--- config.mk ---
export PLATFORM = sky130hd
export DESIGN_NAME = mem_arbiter_flat
export DESIGN_NICKNAME = d
export VERILOG_FILES = /design/src/rtl/cpu_types_pkg.sv /design/src/rtl/mem_arbiter_if.sv /design/src/rtl/arb_starve_ctr.sv /design/src/rtl/mem_arbiter.sv /design/src/flat_wrapper.sv
export SDC_FILE = /design/constraint.sdc
export NUM_CORES = 1
export LEC_CHECK = 0
export BUFFER_PORTS_ARGS = -buffer_cell sky130_fd_sc_hd__buf_2
export CAP_MARGIN = 10
export CORE_AREA = 5 5 126 128
export CTS_BUF_LIST = sky130_fd_sc_hd__clkbuf_8 sky130_fd_sc_hd__clkbuf_16
export CTS_CLUSTER_SIZE = 25
export DETAILED_ROUTE_END_ITERATION = 6
export DIE_AREA = 0 0 131 133
export GPL_TIMING_DRIVEN = 1
export PLACE_DENSITY = 0.48
export SYNTH_ARGS = -nofsm -noshare
export SYNTH_HDL_FRONTEND = slang
export SYNTH_SLANG_ARGS = --single-unit
--- constraint.sdc ---
create_clock -name CLK -period 2.4 [get_ports CLK]
set_input_delay 0.12 -clock CLK [delete_from_list [all_inputs] [get_ports CLK]]
set_output_delay 0.12 -clock CLK [all_outputs]
set_load 0.03 [all_outputs]
--- src/rtl/cpu_types_pkg.sv ---
// Types shared by the caches, the RAM model and the memory arbiter.
package cpu_types_pkg;
  typedef logic [31:0] word_t;
  typedef enum logic [1:0] {FREE = 2'd0, BUSY = 2'd1, ACCESS = 2'd2, ERROR = 2'd3} ramstate_t;
endpackage

--- src/rtl/mem_arbiter_if.sv ---
// Cache/RAM bus seen by the arbiter: master = arbiter side, slave = caches + RAM side.
import cpu_types_pkg::*;

interface mem_arbiter_if;
  logic      iREN;
  word_t     iaddr;
  logic      iwait;
  word_t     iload;
  logic      dREN, dWEN;
  word_t     daddr, dstore;
  logic      dlock;
  logic      dwait;
  word_t     dload;
  logic      ramREN, ramWEN;
  word_t     ramaddr, ramstore, ramload;
  ramstate_t ramstate;
  word_t     icnt, dcnt;

  modport master (
    input  iREN, iaddr, dREN, dWEN, daddr, dstore, dlock, ramload, ramstate,
    output iwait, iload, dwait, dload, ramREN, ramWEN, ramaddr, ramstore, icnt, dcnt
  );
  modport slave (
    output iREN, iaddr, dREN, dWEN, daddr, dstore, dlock, ramload, ramstate,
    input  iwait, iload, dwait, dload, ramREN, ramWEN, ramaddr, ramstore, icnt, dcnt
  );
endinterface

--- src/rtl/arb_starve_ctr.sv ---
// Saturating icache wait counter; starve flags that the limit has been reached.
module arb_starve_ctr #(
  parameter int STARVE_LIMIT = 8,
  parameter int CW = (STARVE_LIMIT < 1) ? 1 : $clog2(STARVE_LIMIT + 1)
) (
  input  logic          CLK,
  input  logic          nRST,
  input  logic          i_inc,
  input  logic          i_clr,
  output logic          o_starve,
  output logic [CW-1:0] o_count
);
  localparam logic [CW-1:0] LIM = CW'(STARVE_LIMIT);

  logic [CW-1:0] r_cnt;

  always_ff @(posedge CLK or negedge nRST) begin
    if (!nRST)                     r_cnt <= '0;
    else if (i_clr)                r_cnt <= '0;
    else if (i_inc && r_cnt != LIM) r_cnt <= r_cnt + CW'(1);
  end

  assign o_count  = r_cnt;
  assign o_starve = (r_cnt == LIM);
endmodule

--- src/rtl/mem_arbiter.sv ---
// Two-requester RAM arbiter: dcache priority, dlock bursts, icache starvation bound.
// Optional transaction counters built only when ARB_STATS_EN is defined.
module mem_arbiter
  import cpu_types_pkg::*;
#(
  parameter int STARVE_LIMIT = 8
) (
  input  logic          CLK,
  input  logic          nRST,
  mem_arbiter_if.master bus
);
  localparam int CW = (STARVE_LIMIT < 1) ? 1 : $clog2(STARVE_LIMIT + 1);
  localparam logic [CW-1:0] LIM = CW'(STARVE_LIMIT);

  typedef enum logic [1:0] {IDLE, DSERV, ISERV} arb_state_t;

  arb_state_t    r_state, w_next;
  logic          w_dreq, w_ireq, w_acc, w_starve;
  logic          w_icomp, w_dcomp;
  logic          w_ren, w_wen, w_iwait, w_dwait;
  word_t         w_addr, w_store;
  logic [CW-1:0] w_scnt;

  assign w_dreq = bus.dREN | bus.dWEN;
  assign w_ireq = bus.iREN;
  assign w_acc  = (bus.ramstate == ACCESS);

  always_ff @(posedge CLK or negedge nRST) begin
    if (!nRST) r_state <= IDLE;
    else       r_state <= w_next;
  end

  // A dropped request releases the grant without a completion, even on ACCESS.
  always_comb begin
    w_next  = r_state;
    w_ren   = 1'b0;
    w_wen   = 1'b0;
    w_addr  = '0;
    w_store = '0;
    w_iwait = 1'b1;
    w_dwait = 1'b1;
    w_icomp = 1'b0;
    w_dcomp = 1'b0;
    case (r_state)
      IDLE: begin
        if (w_dreq && !(w_starve && w_ireq)) w_next = DSERV;
        else if (w_ireq)                     w_next = ISERV;
      end
      DSERV: begin
        w_addr  = bus.daddr;
        w_store = bus.dstore;
        if (!w_dreq) w_next = IDLE;
        else begin
          w_wen = bus.dWEN;
          w_ren = bus.dREN & ~bus.dWEN;
          if (w_acc) begin
            w_dwait = 1'b0;
            w_dcomp = 1'b1;
            w_next  = bus.dlock ? DSERV : IDLE;
          end
        end
      end
      ISERV: begin
        w_addr = bus.iaddr;
        if (!w_ireq) w_next = IDLE;
        else begin
          w_ren = 1'b1;
          if (w_acc) begin
            w_iwait = 1'b0;
            w_icomp = 1'b1;
            w_next  = IDLE;
          end
        end
      end
      default: w_next = IDLE;
    endcase
  end

  arb_starve_ctr #(.STARVE_LIMIT(STARVE_LIMIT), .CW(CW)) u_starve (
    .CLK      (CLK),
    .nRST     (nRST),
    .i_inc    (w_ireq & w_iwait),
    .i_clr    (w_icomp),
    .o_starve (w_starve),
    .o_count  (w_scnt)
  );

  always_ff @(posedge CLK) begin
    if (nRST) assert (w_scnt <= LIM);
  end

  assign bus.ramREN   = w_ren;
  assign bus.ramWEN   = w_wen;
  assign bus.ramaddr  = w_addr;
  assign bus.ramstore = w_store;
  assign bus.iwait    = w_iwait;
  assign bus.dwait    = w_dwait;
  assign bus.iload    = bus.ramload;
  assign bus.dload    = bus.ramload;

`ifdef ARB_STATS_EN
  word_t r_icnt, r_dcnt;

  always_ff @(posedge CLK or negedge nRST) begin
    if (!nRST) begin
      r_icnt <= '0;
      r_dcnt <= '0;
    end else begin
      if (w_icomp) r_icnt <= r_icnt + 32'd1;
      if (w_dcomp) r_dcnt <= r_dcnt + 32'd1;
    end
  end

  assign bus.icnt = r_icnt;
  assign bus.dcnt = r_dcnt;
`else
  assign bus.icnt = '0;
  assign bus.dcnt = '0;
`endif
endmodule

--- src/flat_wrapper.sv ---
// flat-port wrapper written by rule: the top's interface ports become plain ports
module mem_arbiter_flat import cpu_types_pkg::*;
#(
  parameter int STARVE_LIMIT = 8
)
  (CLK, nRST, bus_iREN, bus_iaddr, bus_dREN, bus_dWEN, bus_daddr, bus_dstore, bus_dlock, bus_ramload, bus_ramstate, bus_iwait, bus_iload, bus_dwait, bus_dload, bus_ramREN, bus_ramWEN, bus_ramaddr, bus_ramstore, bus_icnt, bus_dcnt);
  mem_arbiter_if bus_i ();
  input  logic CLK;
  input  logic nRST;
  input wire logic [$bits(bus_i.iREN)-1:0] bus_iREN;
  input wire logic [$bits(bus_i.iaddr)-1:0] bus_iaddr;
  input wire logic [$bits(bus_i.dREN)-1:0] bus_dREN;
  input wire logic [$bits(bus_i.dWEN)-1:0] bus_dWEN;
  input wire logic [$bits(bus_i.daddr)-1:0] bus_daddr;
  input wire logic [$bits(bus_i.dstore)-1:0] bus_dstore;
  input wire logic [$bits(bus_i.dlock)-1:0] bus_dlock;
  input wire logic [$bits(bus_i.ramload)-1:0] bus_ramload;
  input wire logic [$bits(bus_i.ramstate)-1:0] bus_ramstate;
  output wire logic [$bits(bus_i.iwait)-1:0] bus_iwait;
  output wire logic [$bits(bus_i.iload)-1:0] bus_iload;
  output wire logic [$bits(bus_i.dwait)-1:0] bus_dwait;
  output wire logic [$bits(bus_i.dload)-1:0] bus_dload;
  output wire logic [$bits(bus_i.ramREN)-1:0] bus_ramREN;
  output wire logic [$bits(bus_i.ramWEN)-1:0] bus_ramWEN;
  output wire logic [$bits(bus_i.ramaddr)-1:0] bus_ramaddr;
  output wire logic [$bits(bus_i.ramstore)-1:0] bus_ramstore;
  output wire logic [$bits(bus_i.icnt)-1:0] bus_icnt;
  output wire logic [$bits(bus_i.dcnt)-1:0] bus_dcnt;
  assign bus_i.iREN = bus_iREN;
  assign bus_i.iaddr = bus_iaddr;
  assign bus_i.dREN = bus_dREN;
  assign bus_i.dWEN = bus_dWEN;
  assign bus_i.daddr = bus_daddr;
  assign bus_i.dstore = bus_dstore;
  assign bus_i.dlock = bus_dlock;
  assign bus_i.ramload = bus_ramload;
  assign bus_i.ramstate = bus_ramstate;
  assign bus_iwait = bus_i.iwait;
  assign bus_iload = bus_i.iload;
  assign bus_dwait = bus_i.dwait;
  assign bus_dload = bus_i.dload;
  assign bus_ramREN = bus_i.ramREN;
  assign bus_ramWEN = bus_i.ramWEN;
  assign bus_ramaddr = bus_i.ramaddr;
  assign bus_ramstore = bus_i.ramstore;
  assign bus_icnt = bus_i.icnt;
  assign bus_dcnt = bus_i.dcnt;
  mem_arbiter #(.STARVE_LIMIT(STARVE_LIMIT)) u_core (.CLK(CLK), .nRST(nRST), .bus(bus_i));
endmodule
==> reports/results.ini, run 1 <==
[worst_hold_path]
hold_depth=0
hold_path.class=input port to primary output
hold_start=bus_ramload[29]
min_to=bus_dload[29]

[global_route]
grt_pass1_vias=1974
grt_max_degree=36
grt_overflow=0
grt_usage=0.07849
antenna_found_initial=0
grt_first_pass_wirelength_mm=10.55

[timing]
fin_hold_ws_ns=0.2400
slew_violations=0
post-route-min-period_ns=1.928
skew_ns=0.003522
finalSetupTns_ns=0
rsz0062_at_grt=no
finalCritPeriodShare=0.8034
fmax_mhz=518.6
finalHoldViolations=0
setup_viol=0

[floorplanning]
die_y_um=133
start_util=0.1441
die_w_um=131
dieArea_um2=17420
rows=45
coreArea_um2=14750
io_pins=332

[route]
drtIter0Drc=54
num_vias=2016
dr.pass1.iters=4
wl_per_cell_um=13.86
drcViolationCount=0
vias_per_cell=3.464
drt-total-wl_mm=8.064
ant_nets=0

[synth]
avgSynthCellArea_um2=7.231
synthCells=294
synth_seq_cells=6
syn-cell-area_um2=2126
synthDistinctLibCells=25
synth_warnings=0
seq_area_frac_synth=0.07063

[setup_path]
slowest_delay_ns=0.38
end_kind=primary output
critical_path.startpoint_type=flop
cp_slowest_cell=dfrtp_1
path_common_cell=inv_1
reg2reg_slack_ns=0.74
rr_endpoint=u_core.r_state[0]$_DFFE_PN0P_
worst_ep_required_time_ns=2.28
arrival_ns=1.81
r2r_cells=7
reg2reg_from=u_core.r_state[1]$_DFFE_PN0P_
path_cells=inv_1 > ha_1 > buf_4 > nand2_1 > nor2_1 > inv_1 > buf_2
worstSetupPathType=flop to primary output
crit_fanout=21

[clock_tree]
cts_buffers=3
clk_pin_slew_ns=0.04
cts_htree_levels=1
cts_tree=built
root_buffer=clkbuf_16
postCtsSetupBuffers=0
clk_latency_ns=0.23
clockBufferDepth=2
clock_sinks=6

[placement]
port_buffers=171
gp_congestion=0.6518
hpwl_mm=6.903

[cells_and_area]
post-route-util=0.1736
area_delta_synth_final_pct=20.48
diodes=0
layout.nets=537
drive_above_1_share=0.4594

[power]
power.density_nw_per_um2=1154
vdd_drop_max_mv=0.5564
p_leak_nw=1.426

[flow_run]
drv_cap=0

[status]
status=finished, final reports clean

## registers in the layout (all words and copies together), names as in the netlist
| register | count |
|---|---|
| u_core.u_starve.o_count | 4 |
| u_core.r_state | 2 |
## routing by layer
layer | up-vias | track usage | routed length [um]
met5 | - | 0 | 0
met2 | 140 | 0.1552 | 4222
met3 | 34 | 0.01655 | 980
met1 | 878 | 0.07476 | 2588
li1 | 964 | - | -
met4 | 0 | 0.03486 | 273
## where the power goes
group	total (W)	internal [W]	switching (W)
clock	0.000272	0.000214	0.0000581
combinational	0.00249	0.000814	0.00168
sequential	0.000192	0.000150	0.0000418
total	0.00296	0.00118	0.00178
## cell families after synthesis
family / count (synthesis) / share of synthesized area
buffers and inverters: 148 / 0.4932
and+or+nand+nor: 89 / 0.2496
AOI/OAI and AO/OA: 42 / 0.1430
DFF: 6 / 0.07063
adders and majority gates: 5 / 0.02943
xor gates and xnor gates: 3 / 0.01236
other: 1 / 0.001764
## critical path, delay by kind of cell, from the launching register on
kind / cells / cell delay, ns
buffers and inverters: 4 / 0.62
adder cells (fa/ha/maj): 1 / 0.19
AND/OR/NAND/NOR: 2 / 0.38
flip-flops: 1 / 0.38
## area by class of cell
class / count / area (um^2)
clock buffers: 3 / 75.07
fillers: 1722 / 12190
inverters: 5 / 18.77
multi-input cells: 203 / 1166
flip-flops and latches: 6 / 150.1
well taps: 188 / 235.2
repair buffers: 177 / 915.9
## layout by cell type (no fill, tap or decap), drive strengths merged
cell	instances
buf	176
conb	64
and2	33
a22oi	32
nor2b	32
nand3	6
dfrtp	6
inv	5
nand2	5
nor2	5
ha	5
nand3b	3
o21ai	3
clkbuf	3
nand2b	2
a21o	2
nand4	2
a31oi	2
xor2	2
a21boi	1
o21a	1
and3b	1
xnor2	1
a21oi	1
dlygate4sd3	1
## cell usage after synthesis (all sizes together)
| cell type | number | area share |
|---|---|---|
| and2 | 33 | 0.097 |
| a31oi | 2 | 0.0059 |
| buf | 136 | 0.47 |
| a21boi | 1 | 0.0035 |
| dfrtp | 6 | 0.071 |
| o21a | 1 | 0.0041 |
| clkbuf | 7 | 0.012 |
| and3b | 1 | 0.0041 |
| a22oi | 32 | 0.11 |
| nor2b | 32 | 0.094 |
| o21ai | 3 | 0.0071 |
| nand3b | 3 | 0.011 |
| conb | 1 | 0.0018 |
| inv | 5 | 0.0088 |
| xnor2 | 1 | 0.0041 |
| xor2 | 2 | 0.0082 |
| nor2 | 5 | 0.0088 |
| a21oi | 1 | 0.0024 |
| nand3 | 6 | 0.014 |
| ha | 5 | 0.029 |
| nand2b | 2 | 0.0059 |
| nand4 | 2 | 0.0059 |
| a21o | 2 | 0.0071 |
| nand2 | 5 | 0.0088 |
## what timing repair did
action                                  CTS  global route
resized for setup                         0             0
hold buffers                              1             0
hold endpoints to repair                  6             0
endpoints found under the setup margin    0             0
## metrics by stage
stage	area, um^2	worst slack [ns]	std cells	total power [W]
after floorplan	2362	0.6659	357	0.002261
after global placement	2476	0.7148	578	0.002739
after detailed placement	2476	0.7130	578	0.002736
after CTS	2561	0.4541	582	0.003023
after global routing	2561	0.2918	582	0.003176
final	2561	0.4717	582	0.002955
## worst max path at each step
stage | cells past startpoint | to | from | slack (ns)
6_report | 7 | bus_iwait | u_core.r_state[0]$_DFFE_PN0P_ | 0.47
5_1_grt | 7 | bus_iwait | u_core.r_state[0]$_DFFE_PN0P_ | 0.29
4_1_cts | 7 | bus_iwait | u_core.r_state[0]$_DFFE_PN0P_ | 0.45
3_5_place_dp | 7 | bus_iwait | u_core.r_state[0]$_DFFE_PN0P_ | 0.71
3_3_place_gp | 7 | bus_iwait | u_core.r_state[0]$_DFFE_PN0P_ | 0.71
2_1_floorplan | 5 | bus_ramREN | u_core.r_state[1]$_DFFE_PN0P_ | 0.67
No activity file was read; power rests on OpenSTA's default activity.
==> inputs of run 2 (changes only) <==
- ABC_AREA: unset -> 1
- CORE_AREA: 5 5 126 128 -> 5 5 125 127
- DIE_AREA: 0 0 131 133 -> 0 0 130 132
- PLACE_DENSITY: 0.48 -> 0.51
- clock period: 2.4 -> 1.5 ns (I/O delays scaled with it)
==> run 2 against run 1 <==
Against the previous run:
- the run now ends with negative setup slack left
- design area grew 44%
- clock power grew 54%
- critical path type unchanged
- global-route usage grew 1.2 points
- highest routed layer unchanged
- hold slack lost 0.090 ns
- sequential power grew 67%
- critical path depth is the same
- synthesized cell count grew 26%
- combinational power grew to 2.8 times the previous value
- wire length grew 16%
- non-clock buffer count grew 20
==> reports/results.ini, run 2 <==
[setup_path]
worst_ep_required_time_ns=1.42
crit_buf_inv=4
path_cells=buf_6 > ha_4 > buf_12 > buf_12 > nand2_4 > a21oi_2 > buf_6
critical_path.startpoint_type=flop
end_kind=primary output
arrival_ns=1.55
worstSetupPathType=flop to primary output
cp_slowest_cell=dfrtp_1
crit_fanout=8
slowest_delay_ns=0.37
critPathTopFamily=buffers and inverters

[route]
drt-total-wl_mm=9.393
drtIter0Drc=56
drcViolationCount=0
ant_nets=0
wl_per_cell_um=13.92
dr.pass1.iters=4
vias_per_cell=3.561
num_vias=2404

[synth]
synthCells=369
ys_top_cells_by_count=131 x buf_4, 106 x nand2_1, 46 x inv_1
async_flop_share=1.000
synth_top_area_cell=buf_4
synth.area.top_cells=buf_4 44%, nand2_1 18%, inv_1 7.8%, dfrtp_1 6.8%, a21oi_1 6.1%
synth-edff-count=0
syn-cell-area_um2=2218
yosys.cell_count.top_type=buf_4
synth.top_cell.area_share=0.4433
synthFlopType=dfrtp_1
synthDistinctLibCells=21
synth_warnings=0
synth_seq_cells=6
avgSynthCellArea_um2=6.012
seq_area_frac_synth=0.06768

[timing]
fmax_mhz=615.3
setup_viol=63
skew_ns=0.002003
rsz0062_at_grt=yes
finalHoldViolations=0
fin_hold_ws_ns=0.1500
setup_ws_ns=-0.1253
finalCritPeriodShare=1.084
slew_violations=0
post-route-min-period_ns=1.625

[cells_and_area]
largest_reg_flops=4
final_common_cell=buf_2
post-route-util=0.2581
final_cell_area_um2=3695
area_delta_synth_final_pct=66.55
seqCellArea_um2=150.1
multi_input_area_um2=1408
final_cell_mix=103 x buf_2, 76 x nand2_1, 64 x conb_1, 64 x buf_6, 25 x inv_1
drive_above_1_share=0.6000
layout.nets=633
n_fill_cell=1580

[power]
pwr-share-comb=0.904
switching_power_w=0.004160
sw_frac_of_total=0.5389
pwr-share-seq=0.041
p_clk_frac=0.054
power.density_nw_per_um2=2089
p_leak_nw=2.107
vdd_drop_max_mv=0.7269
p_int_w=0.003559

[flow_run]
drv_cap=0

[placement]
gp_congestion=0.7764
hpwl_mm=7.105
place_ws_ns=0.03019
port_buffers=171
dpl-instance-area_um2=2665

[global_route]
grt_max_degree=25
grt_first_pass_wirelength_mm=12.21
grt_pass1_vias=2226
antenna_found_initial=1
grt_overflow=0
grt_usage=0.09037

[clock_tree]
cts_buffers=3
clock_sinks=6
clk_latency_ns=0.22
cts_htree_levels=1
cts_tree=built
clockBufferDepth=2
root_buffer=clkbuf_16
clk_pin_slew_ns=0.03

[floorplanning]
die_w_um=130
coreArea_um2=14310
start_util=0.1550
rows=44
dieArea_um2=17160
io_pins=332
die_y_um=132

[status]
violations=negative setup slack
status=finished with violations

[worst_hold_path]
hold_path.class=input port to primary output

## run 2: logic make-up after synthesis
kind of cell / count (synthesis) / synth area share
flops: 6 / 0.06768
buf+inv: 188 / 0.5663
other cells: 1 / 0.001690
fa+ha+maj: 5 / 0.02820
simple gates: 130 / 0.2352
compound gates: 39 / 0.1010
## run 2: path summary, 6_finish.rpt
kind	slack [ns]	depth (start not counted)	startpoint	end
worst max-delay path	-0.13	7	u_core.r_state[0]$_DFFE_PN0P_	bus_ramaddr[28]
worst min-delay path	0.15	0	bus_ramload[12]	bus_iload[12]
worst max register to register	0.01	10	u_core.r_state[0]$_DFFE_PN0P_	u_core.r_state[1]$_DFFE_PN0P_
worst min register to register	0.58	2	u_core.u_starve.o_count[3]$_DFFE_PN0P_	u_core.u_starve.o_count[3]$_DFFE_PN0P_
max in group asynchronous	1.13	2	nRST	u_core.u_starve.o_count[0]$_DFFE_PN0P_
min in group asynchronous	0.21	2	nRST	u_core.r_state[0]$_DFFE_PN0P_
## run 2: layout make-up
class,count,share of cell area
clock buffer,3,0.02032
tap,184,0.06231
sequential,6,0.04064
timing repair buffer,197,0.4470
antenna,1,0.0006773
inverter,46,0.04809
multi-input combinational,238,0.3810
## run 2: repair_timing
action	4_1_cts	5_1_grt
endpoints found under the hold margin	6	0
endpoints found under the setup margin	64	70
gates resized for setup	141	113
buffers inserted	3	3
pin swaps	2	22
cloned	2	2
hold buffers	1	0
## run 2: worst reg2reg max path, delay by kind of cell (launching register included)
| kind | cells | cell delay, ns |
|---|---|---|
| AOI/OAI and AO/OA | 1 | 0.05 |
| adders and majority gates | 1 | 0.18 |
| and+or+nand+nor | 5 | 0.37 |
| DFF | 1 | 0.39 |
| buffers and inverters | 3 | 0.40 |
## run 2: metal layers
metal	part of all wire	vias up	GRT usage
met5	0	-	0
met4	0.021	0	0.02136
met3	0.12	33	0.03444
met2	0.52	147	0.1656
met1	0.34	1067	0.09663
li1	-	1157	-
## run 2: power by group through the flow
stage                     Sequential (W)  Clock [W]  Combinational [W]
after floorplan                 0.000297          0            0.00368
after global placement          0.000313          0            0.00475
after detailed placement        0.000310          0            0.00475
after CTS                       0.000310   0.000428            0.00628
after global routing            0.000327   0.000437            0.00741
final                           0.000320   0.000420            0.00698
## run 2: metrics by stage
step                power [W]  setup TNS [ns]  std cells
finish               0.007720          -3.424        675
detailed placement   0.005065               0        660
floorplan            0.003974         -0.3978        432
global route         0.008176          -7.085        675
global placement     0.005067               0        660
CTS                  0.007021          -2.998        669
==> inputs of run 3 (changes only) <==
- BUFFER_PORTS_ARGS: -buffer_cell sky130_fd_sc_hd__buf_2 -> unset
- CORE_AREA: 5 5 125 127 -> 5 5 128 130
- DIE_AREA: 0 0 130 132 -> 0 0 133 135
- DONT_BUFFER_PORTS: unset -> 1
- GPL_TIMING_DRIVEN: 1 -> 0
- PLACE_DENSITY: 0.51 -> 0.3
==> run 3 against run 2 <==
Against the previous run:
- the run still ends with negative setup slack left
- total power decreased by 1.2%
- count of clock-buffer cells in the layout unchanged
- critical path depth decreased by 1
- clock skew decreased by 0.0010 ns
- non-clock buffer count decreased by 42
- sequential power decreased by 2%
- fmax decreased by 2.5%
- hold slack got worse by 0.11 ns
- highest routed layer is now met3
==> reports/results.ini, run 3 (synthesized netlist as in run 2, its figures left out) <==
[timing]
post-route-min-period_ns=1.667
skew_ns=0.0009534
fin_hold_ws_ns=0.03987
slew_violations=0
fmax_mhz=599.9
rsz0062_at_grt=yes
finalCritPeriodShare=1.111
setup_ws_ns=-0.1669
setup_viol=63
finalHoldViolations=0

[route]
dr_wl_met3_um=768
dr.pass1.iters=4
met1_length_mm=3.169
num_vias=2185
drcViolationCount=0
drtIter0Drc=57
vias_per_cell=3.436
highest-signal-layer=met3
wl_met2_mm=5.038
ant_nets=0
drt-total-wl_mm=8.976
wl_per_cell_um=14.11

[cells_and_area]
diodes=0
area_delta_synth_final_pct=63.06
n_fill_cell=1672
post-route-util=0.2406
final_common_cell=buf_4
largest_reg_flops=4
final_cell_area_um2=3617
multi_input_area_um2=1543
seqCellArea_um2=150.1
final_cell_mix=135 x buf_4, 80 x nand2_1, 64 x conb_1
drive_above_1_share=0.5871
layout.nets=591

[placement]
place_ws_ns=-0.4127
hpwl_mm=7.628
port_buffers=0
gp_congestion=0.7025
dpl-instance-area_um2=2705

[clock_tree]
cts_htree_levels=1
clockBufferDepth=2
cts_buffers=3
clk_latency_ns=0.22
clk_pin_slew_ns=0.03
clock_sinks=6
root_buffer=clkbuf_16
cts_tree=built

[floorplanning]
coreArea_um2=15030
io_pins=332
die_w_um=133
rows=45
dieArea_um2=17960
start_util=0.1476
die_y_um=135

[power]
vdd_drop_max_mv=0.7760
p_leak_nw=1.843
finalPower_w=0.007624
power.density_nw_per_um2=2108

[status]
status=finished with violations
violations=negative setup slack

[global_route]
antenna_found_initial=0
grt_pass1_vias=2146
grt_usage=0.08319
grt_overflow=0
grt_first_pass_wirelength_mm=12.16
grt_max_degree=11

[setup_path]
critical_path.startpoint_type=flop
crit_fanout=10
worst_ep_required_time_ns=1.42
end_kind=primary output
arrival_ns=1.59
worstSetupPathType=flop to primary output

[flow_run]
drv_cap=0

[worst_hold_path]
hold_path.class=input port to flop

run 3: changes by cell type in the layout (fill, tap and decap cells not counted), sizes merged:
cell / change
clkinvlp: +1
bufbuf: -1
buf: -39
diode: -1
inv: -1
clkbuf: -2
run 3: timing repair:
item                       CTS  global route
resized for setup          138            50
hold buffers                 1             0
hold endpoints to repair     6             0
pin swaps                   15            14
setup buffers                7             3
setup endpoints to repair   70            72
gates cloned                 2             0
run 3: worst max-delay path, cell delays in order (launching register included):
cell and delay (ns):
dfrtp_1 0.35, inv_2 0.07, ha_4 0.28, clkinvlp_4 0.08, buf_12 0.16, buf_12 0.16, a21oi_4 0.25
run 3: power by group:
group	internal [W]	switching [W]	total, W	leakage, nW
sequential	0.000243	0.0000696	0.000313	0.0703
combinational	0.00251	0.00438	0.00688	1.74
clock	0.000342	0.0000869	0.000429	0.0370
total	0.00309	0.00453	0.00762	1.84
run 3: layout make-up:
| cell class | instances | share of cell area |
|---|---|---|
| sequential | 6 | 0.04151 |
| buffer | 142 | 0.3373 |
| inverter | 46 | 0.05984 |
| timing repair buffer | 13 | 0.04912 |
| clock buffer | 3 | 0.02075 |
| multi-input combinational | 238 | 0.4265 |
| tap | 188 | 0.06503 |
run 3: per-layer routing:
layer | vias up | track usage
met5 | - | 0
met4 | 0 | 0.003464
met3 | 0 | 0.01937
met2 | 145 | 0.1617
met1 | 972 | 0.09687
li1 | 1068 | -
run 3: worst paths after layout:
| kind | startpoint | endpoint | slack, ns | cells after the start |
|---|---|---|---|---|
| min reg2reg | u_core.u_starve.o_count[3]$_DFFE_PN0P_ | u_core.u_starve.o_count[3]$_DFFE_PN0P_ | 0.56 | 2 |
| max in group asynchronous | nRST | u_core.u_starve.o_count[3]$_DFFE_PN0P_ | 1.04 | 1 |
| max reg2reg | u_core.r_state[1]$_DFFE_PN0P_ | u_core.u_starve.o_count[3]$_DFFE_PN0P_ | 0.07 | 7 |
| max | u_core.r_state[1]$_DFFE_PN0P_ | bus_ramaddr[16] | -0.17 | 6 |
| min | bus_iREN | u_core.u_starve.o_count[2]$_DFFE_PN0P_ | 0.04 | 3 |
| min in group asynchronous | nRST | u_core.r_state[0]$_DFFE_PN0P_ | 0.20 | 1 |
run 3: stage by stage:
step,std cells,setup TNS (ns)
after floorplan,432,-0.3978
after global placement,620,-7.931
after detailed placement,620,-8.845
after CTS,633,-4.987
after global routing,636,-10.20
final,636,-6.750
